File: src/rtl/ext_pipe.sv
// ext_pipe: registered immediate/data extension stage feeding a DEPTH-entry output FIFO.
// Only extended results and their illegal-op flag are buffered, never raw operands.
module ext_pipe #(
   parameter int unsigned IN_W  = 16,
   parameter int unsigned OUT_W = 32,
   parameter int unsigned DEPTH = 2
) (
   input  logic                   clk,
   input  logic                   rst_n,
   input  logic                   flush,
   input  logic                   in_valid,
   output logic                   in_ready,
   input  logic [IN_W-1:0]        in_imm,
   input  logic [2:0]             in_op,
   output logic                   out_valid,
   input  logic                   out_ready,
   output logic [OUT_W-1:0]       out_data,
   output logic                   out_err,
   output logic [$clog2(DEPTH):0] count
);

   localparam int unsigned SH = OUT_W - IN_W;
   localparam int unsigned AW = $clog2(DEPTH);
   localparam int unsigned CW = AW + 1;

   logic [OUT_W-1:0] w_sext;
   logic [OUT_W-1:0] w_ext;
   logic             w_err;
   logic             w_push;
   logic             w_pop;

   logic [OUT_W:0]   r_mem [DEPTH];
   logic [AW-1:0]    r_wptr;
   logic [AW-1:0]    r_rptr;
   logic [CW-1:0]    r_count;

   always_comb begin
      w_sext = {{SH{in_imm[IN_W-1]}}, in_imm};
      w_ext  = '0;
      w_err  = 1'b0;
      case (in_op)
         3'd0:    w_ext = {{SH{1'b0}}, in_imm};
         3'd1:    w_ext = {in_imm, {SH{1'b0}}};
         3'd2:    w_ext = w_sext;
         3'd3:    w_ext = {w_sext[OUT_W-3:0], 2'b00};
         3'd4:    w_ext = {{(OUT_W-8){in_imm[7]}}, in_imm[7:0]};
         3'd5:    w_ext = {{(OUT_W-8){1'b0}}, in_imm[7:0]};
         3'd6:    w_ext = {{SH{1'b1}}, in_imm};
         default: w_err = 1'b1;
      endcase
   end

   assign in_ready  = (r_count != CW'(DEPTH));
   assign out_valid = (r_count != '0);
   assign w_push    = in_valid & in_ready;
   assign w_pop     = out_valid & out_ready;
   assign count     = r_count;

   // Empty buffer shows zeros so the unreset storage never leaks to the outputs.
   assign out_data = out_valid ? r_mem[r_rptr][OUT_W-1:0] : '0;
   assign out_err  = out_valid ? r_mem[r_rptr][OUT_W]     : 1'b0;

   always_ff @(posedge clk) begin
      if (w_push && !flush) begin
         r_mem[r_wptr] <= {w_err, w_ext};
      end
   end

   always_ff @(posedge clk or negedge rst_n) begin
      if (!rst_n) begin
         r_wptr  <= '0;
         r_rptr  <= '0;
         r_count <= '0;
      end else if (flush) begin
         r_wptr  <= '0;
         r_rptr  <= '0;
         r_count <= '0;
      end else begin
         if (w_push) begin
            r_wptr <= r_wptr + AW'(1);
         end
         if (w_pop) begin
            r_rptr <= r_rptr + AW'(1);
         end
         if (w_push && !w_pop) begin
            r_count <= r_count + CW'(1);
         end else if (w_pop && !w_push) begin
            r_count <= r_count - CW'(1);
         end
      end
   end

endmodule

File: config.mk
export PLATFORM = sky130hd
export DESIGN_NAME = ext_pipe
export DESIGN_NICKNAME = d
export VERILOG_FILES = /design/src/rtl/ext_pipe.sv
export SDC_FILE = /design/constraint.sdc
export NUM_CORES = 1
export LEC_CHECK = 0
export ABC_AREA = 1
export BUFFER_PORTS_ARGS = -buffer_cell sky130_fd_sc_hd__buf_2
export CELL_PAD_IN_SITES_DETAIL_PLACEMENT = 2
export CELL_PAD_IN_SITES_GLOBAL_PLACEMENT = 2
export CORE_AREA = 2 2 95 116
export DETAILED_ROUTE_END_ITERATION = 12
export DIE_AREA = 0 0 97 118
export PLACE_DENSITY_LB_ADDON = 0.1
export SLEW_MARGIN = 20
export SYNTH_ARGS = -nofsm -noshare
export SYNTH_HDL_FRONTEND = slang
export SYNTH_SLANG_ARGS = --single-unit
File: constraint.sdc
create_clock -name clk -period 2.5 [get_ports clk]
set_clock_uncertainty 0.15 [all_clocks]
set_input_delay 0.25 -clock clk [delete_from_list [all_inputs] [get_ports clk]]
set_output_delay 0.25 -clock clk [all_outputs]
set_load 0.05 [all_outputs]
Word level (Yosys, flattened, before mapping)
Memory sizes are Yosys's and may differ from the RTL's.
Cells that the tools add are included.
{"block": "totals", "register_bits": 4, "ram_bits": 66, "output_inout_bits": 37, "elab_cells": 42, "n_memories": 1}
{"block": "classes", "n_addsub": 4, "eq_ne": 7, "mux": 13, "n_bitwise": 2, "reduce_logical": 12}
{"name": "r_mem", "depth": 2, "word_bits": 33, "rd": 1, "rd_ports_with_merged_regs": 0, "wr": 1, "line": "32", "rtl": "logic [OUT_W:0] r_mem [DEPTH];"}
{"cell": "$pmux 32 s7", "n": 1}
{"cell": "$mux 32", "n": 1}
{"cell": "$eq 3x3->1 const B", "n": 3}
{"cell": "$mux 1", "n": 8}
{"cell": "$reduce_or 7->1", "n": 1}
{"cell": "$eq 3x2->1 const B", "n": 2}
{"cell": "$mux 2", "n": 3}
{"cell": "$reduce_bool 2->1", "n": 3}
{"cell": "$eq 3x1->1 const B", "n": 1}
{"cell": "$logic_and 1x1->1", "n": 3}
{"cell": "$logic_not 1->1", "n": 3}
{"cell": "$logic_not 3->1", "n": 1}
{"cell": "$reduce_bool 3->1", "n": 1}
{"cell": "$add 1x1->1 const B", "n": 2}
{"cell": "$add 2x1->2 const B", "n": 1}
{"cell": "$and 1x1->1", "n": 2}
{"cell": "$ne 2x2->1 const B", "n": 1}
{"cell": "$sub 2x1->2 const B", "n": 1}

Depth between registers and ports, before layout
{"block": "depth", "depth_word": 7, "mapped_depth": 7}

Worst setup path after synthesis
No wires, ideal clock.
{"block": "synth_path", "path_kind": "register to register", "startpoint": "register r_count[0], in the netlist count[0]", "endpoint": "memory r_mem[1][0] in the netlist's numbering (enable)", "arrival_ns": 2.809, "setup_slack_ns": -0.883, "path_stages_with_launch": 5, "synth_period_minus_slack_ns": 3.383, "cell_sequence": "dfrtp_1 -> inv_1 -> nand2_1 -> nand2_1 -> nor2_1"}
{"block": "synth_between", "elab_chain_cells": 5}
{"item": "start, declared", "line": "35", "rtl": "logic [CW-1:0] r_count;"}
{"item": "start signal, assigned", "line": "86", "rtl": "r_count <= r_count + CW'(1);"}
{"item": "start signal, assigned", "line": "88", "rtl": "r_count <= r_count - CW'(1);"}
{"item": "$ne 2x2->1", "line": "53", "rtl": "assign in_ready = (r_count != CW'(DEPTH));"}
{"item": "via in_ready", "line": "12", "rtl": "output logic in_ready,"}
{"item": "$and 1x1->1", "line": "55", "rtl": "assign w_push = in_valid & in_ready;"}
{"item": "$logic_and 1x1->1", "line": "64", "rtl": "if (w_push && !flush) begin"}
{"item": "$mux 1", "line": "64"}
{"item": "$mux 1 (implied by the code)", "line": "65", "rtl": "r_mem[r_wptr] <= {w_err, w_ext};"}
{"item": "end, declared", "line": "32"}
The timed path passes the listed nets, and every way through them passes these cells.

Worst setup path in the final report
{"block": "layout_path", "startpoint": "register r_count[0], in the netlist count[0]", "endpoint": "output out_data[21]"}
{"block": "layout_between", "elab_chain_cells": 2}
{"item": "$reduce_bool 2->1", "line": "54", "rtl": "assign out_valid = (r_count != '0);"}
{"item": "$mux 32", "line": "60", "rtl": "assign out_data = out_valid ? r_mem[r_rptr][OUT_W-1:0] : '0;"}
{"item": "end, declared", "line": "17", "rtl": "output logic [OUT_W-1:0] out_data,"}
No other way between the ends.

==> results.txt <==
----------------------------------------------------
[Run status]
  Status ... finished, final reports clean

[Layout]
  Most common cell after layout, fill and taps aside ... sky130_fd_sc_hd__nand2_1
  Share of the core filled with cells ... 38.1%
  Area delta synth->final ... 24.9%
  Antenna diode count ... 0
  Proportion of layout cells with a drive suffix above 1 ... 23.5%
  Most frequent cells in the layout ... sky130_fd_sc_hd__nand2_1 (124), sky130_fd_sc_hd__edfxtp_1 (66), sky130_fd_sc_hd__buf_2 (60), sky130_fd_sc_hd__a21oi_1 (43), sky130_fd_sc_hd__nand3_1 (21)
  Total of fill cells in the finished design ... 1164
  Layout Nets ... 407

[STA]
  Slew headroom ... 62.9%
  Pin slew with the least headroom to its limit ... 0.554 ns
  Setup repair after global routing missed its margin ... false
  Min Tclk post-route ... 2.19 ns
  Share of the cycle needed by the critical path after routing ... 87.7%
  Final setup violation count ... 0
  Hold slack final ... 0.0499 ns
  Maximum achievable frequency ... 456 MHz
  Final Max Tran Viols ... 0
  Final total negative setup slack ... 0 ns
  Number of failing hold endpoints at the final stage ... 0

[Min path]
  Worst Hold Class ... in2reg
  Start point of the worst min-delay path ... flush
  Number of cells on the worst hold path ... 4
  Hold path endpoint ... count[0]

[Worst setup path]
  Timing startpoint of the critical path ... count[0]
  Register-to-register setup slack ... 0.54 ns
  Worst R2R Start ... count[0]
  Critical path capture point type ... output pin
  Cell count of the worst reg-to-reg path ... 5
  CP Data Arrival Time ... 1.79 ns
  Worst reg2reg endpoint ... r_mem[0][22]
  Crit-path max FO ... 18
  CP required ... 2.10 ns
  Crit start category ... register
  Type of the worst setup path ... reg2out

[Global route]
  Largest net degree at the start of global routing ... 34
  Number of global-route vias before repair ... 2882
  GRT Util Overall ... 17.4%
  Residual overflow from global routing ... 0
  Number of antenna violations at the first check in global routing ... 0
  Wire length of the first global-routing pass ... 15400 um

[Placed design]
  # port buffers ... 60
  Detailed-placement wirelength estimate ... 6230 um
  Final weighted congestion in routability-driven placement ... 0.770

[Synthesis]
  Post-synthesis instance total ... 315
  Distinct cells, synth ... 19
  Average cell area after synthesis ... 9.97 um2
  Library cell with the largest summed area after synthesis ... sky130_fd_sc_hd__edfxtp_1
  Total standard cell area after synthesis ... 3140 um2
  Count of warnings emitted by yosys ... 0
  Proportion of netlist area held by the largest area contributor ... 63.1%
  Post-Syn Nets ... 339
  Number of synthesized register bits ... 70
  Top post-synthesis cells by area ... sky130_fd_sc_hd__edfxtp_1 (63%), sky130_fd_sc_hd__nand2_1 (15%), sky130_fd_sc_hd__a21oi_1 (6.8%)
  Proportion of synthesized chip area in sequential cells ... 66.3%

[Clock tree]
  Number of buffers inserted during clock tree synthesis ... 9
  Clock latency on the worst-skew pair ... 0.32 ns
  TritonCTS Sinks ... 70
  Clock root cell ... sky130_fd_sc_hd__clkbuf_16
  Buffers from clock root to sink, at most ... 2
  H-tree depth ... 3
  CTS tree ... built
  Clock-pin slew reported for the worst setup and hold paths after clock tree synthesis ... 0.05 ns
  Setup repair bufs after CTS ... 0

[Job]
  Maxcap violations ... 0

[Drt]
  DRT Pass-1 Iters ... 4
  Via Count ... 2541
  Aggregate routed wire length ... 9460 um
  Detailed-routed wire length on met3 ... 260 um
  Post-route DRC violation count ... 0
  DRC violation total after the first TritonRoute iteration ... 77
  Antenna Nets Post-Route ... 0
  Via density ... 4.91
  Routed wire per std cell ... 18.3 um
  Routed met2 length ... 4900 um
  Highest metal layer with signal wires ... met4
  Post-Route M1 WL ... 4160 um

[Die]
  Number of ports placed on the die boundary ... 61
  Floorplan die area ... 11400 um2
  Chip height ... 118 um
  Num rows ... 41
  Core footprint ... 10300 um2
  Starting utilization of the core area ... 30.5%
  X dimension of the die ... 97 um

[Power and ir drop]
  Internal power summed over all cells ... 2.37 mW
  Proportion of power drawn by combinational gates ... 30.5%
  Sequential group share of total power ... 37.5%
  Leak pwr ... 1.65 nW
  Clock group share of total power ... 32.0%
  Switching power summed over all nets ... 1.40 mW
  Switching part of the total power ... 37.1%
  Power per standard cell area ... 962 nW/um2
  Max VDD drop ... 0.361 mV

----------------------------------------------------
## Yosys cell counts (all sizes together)
master / instances
nand4: 4
o211ai: 5
edfxtp: 66
nor3: 1
nor2: 12
o22ai: 1
a21oi: 43
o21ai: 1
clkbuf: 9
buf: 4
dfrtp: 4
nand3: 22
nand2: 125
inv: 17
clkinv: 1
## registers in the layout, summed over array words and instances, names as in the netlist
signal,flops
r_rptr,1
count,2
r_wptr,1
r_mem,66
## worst max-delay path by stage
stage / cells after the start / slack (ns) / to
detailed placement: 5 / 0.51 / r_mem[0][14]
CTS: 5 / 0.23 / out_data[21]
global route: 5 / 0.17 / out_data[21]
finish: 5 / 0.31 / out_data[21]
floorplan: 4 / 0.13 / r_mem[1][0]
global placement: 5 / 0.57 / r_mem[0][12]
## layer usage
layer | global-route usage, % | vias up
li1 | - | 1214
met1 | 21.4 | 1271
met2 | 30.9 | 48
met3 | 2.43 | 8
met4 | 6.16 | 0
met5 | 0 | -
## cell type report
type | count | area [um2] | share of cell area, %
clock buffers | 9 | 225 | 5.74
well taps | 129 | 161 | 4.11
multi-input cells | 214 | 956 | 24.4
repair buffers | 70 | 378 | 9.63
inverters | 18 | 67.6 | 1.72
flip-flops and latches | 70 | 2080 | 53.0
clock inverters | 7 | 55.1 | 1.40
## repair_timing
| item | 4_1_cts | 5_1_grt |
|---|---|---|
| resized for setup | 0 | 0 |
| endpoints found under the hold margin | 4 | 0 |
| hold buffers | 1 | 0 |
## logic make-up (layout without fill, tap and decap cells)
| group | Yosys count | after routing | synth area share [%] |
|---|---|---|---|
| AND/OR/NAND/NOR | 164 | 164 | 21.4 |
| flip-flops | 70 | 70 | 66.3 |
| AO/OA/AOI/OAI | 50 | 50 | 8.40 |
| buffers and inverters | 31 | 104 | 3.94 |
## per-stage QoR
step,cell area [um2],std cells,power [mW],worst slack (ns)
2_1_floorplan,3160,315,2.27,0.128
3_3_place_gp,3630,500,2.59,0.574
3_5_place_dp,3630,500,2.62,0.506
4_1_cts,3930,517,3.83,0.228
5_1_grt,3930,517,3.95,0.171
6_report,3930,517,3.78,0.308
## power by group through the flow
stage / registers, mW / logic [mW] / clock network (mW)
after global placement: 1.43 / 1.16 / 0
after global routing: 1.42 / 1.25 / 1.28
after CTS: 1.42 / 1.18 / 1.23
after detailed placement: 1.44 / 1.18 / 0
after floorplan: 1.45 / 0.812 / 0
final: 1.42 / 1.15 / 1.21
## worst max-delay path: stages (launching register included)
cell                      delay, ns
sky130_fd_sc_hd__dfrtp_1       0.43
sky130_fd_sc_hd__nor2_2        0.15
sky130_fd_sc_hd__buf_4         0.27
sky130_fd_sc_hd__buf_4         0.30
sky130_fd_sc_hd__a21oi_1       0.09
sky130_fd_sc_hd__buf_2         0.22
(Power assumes the default switching activity.)
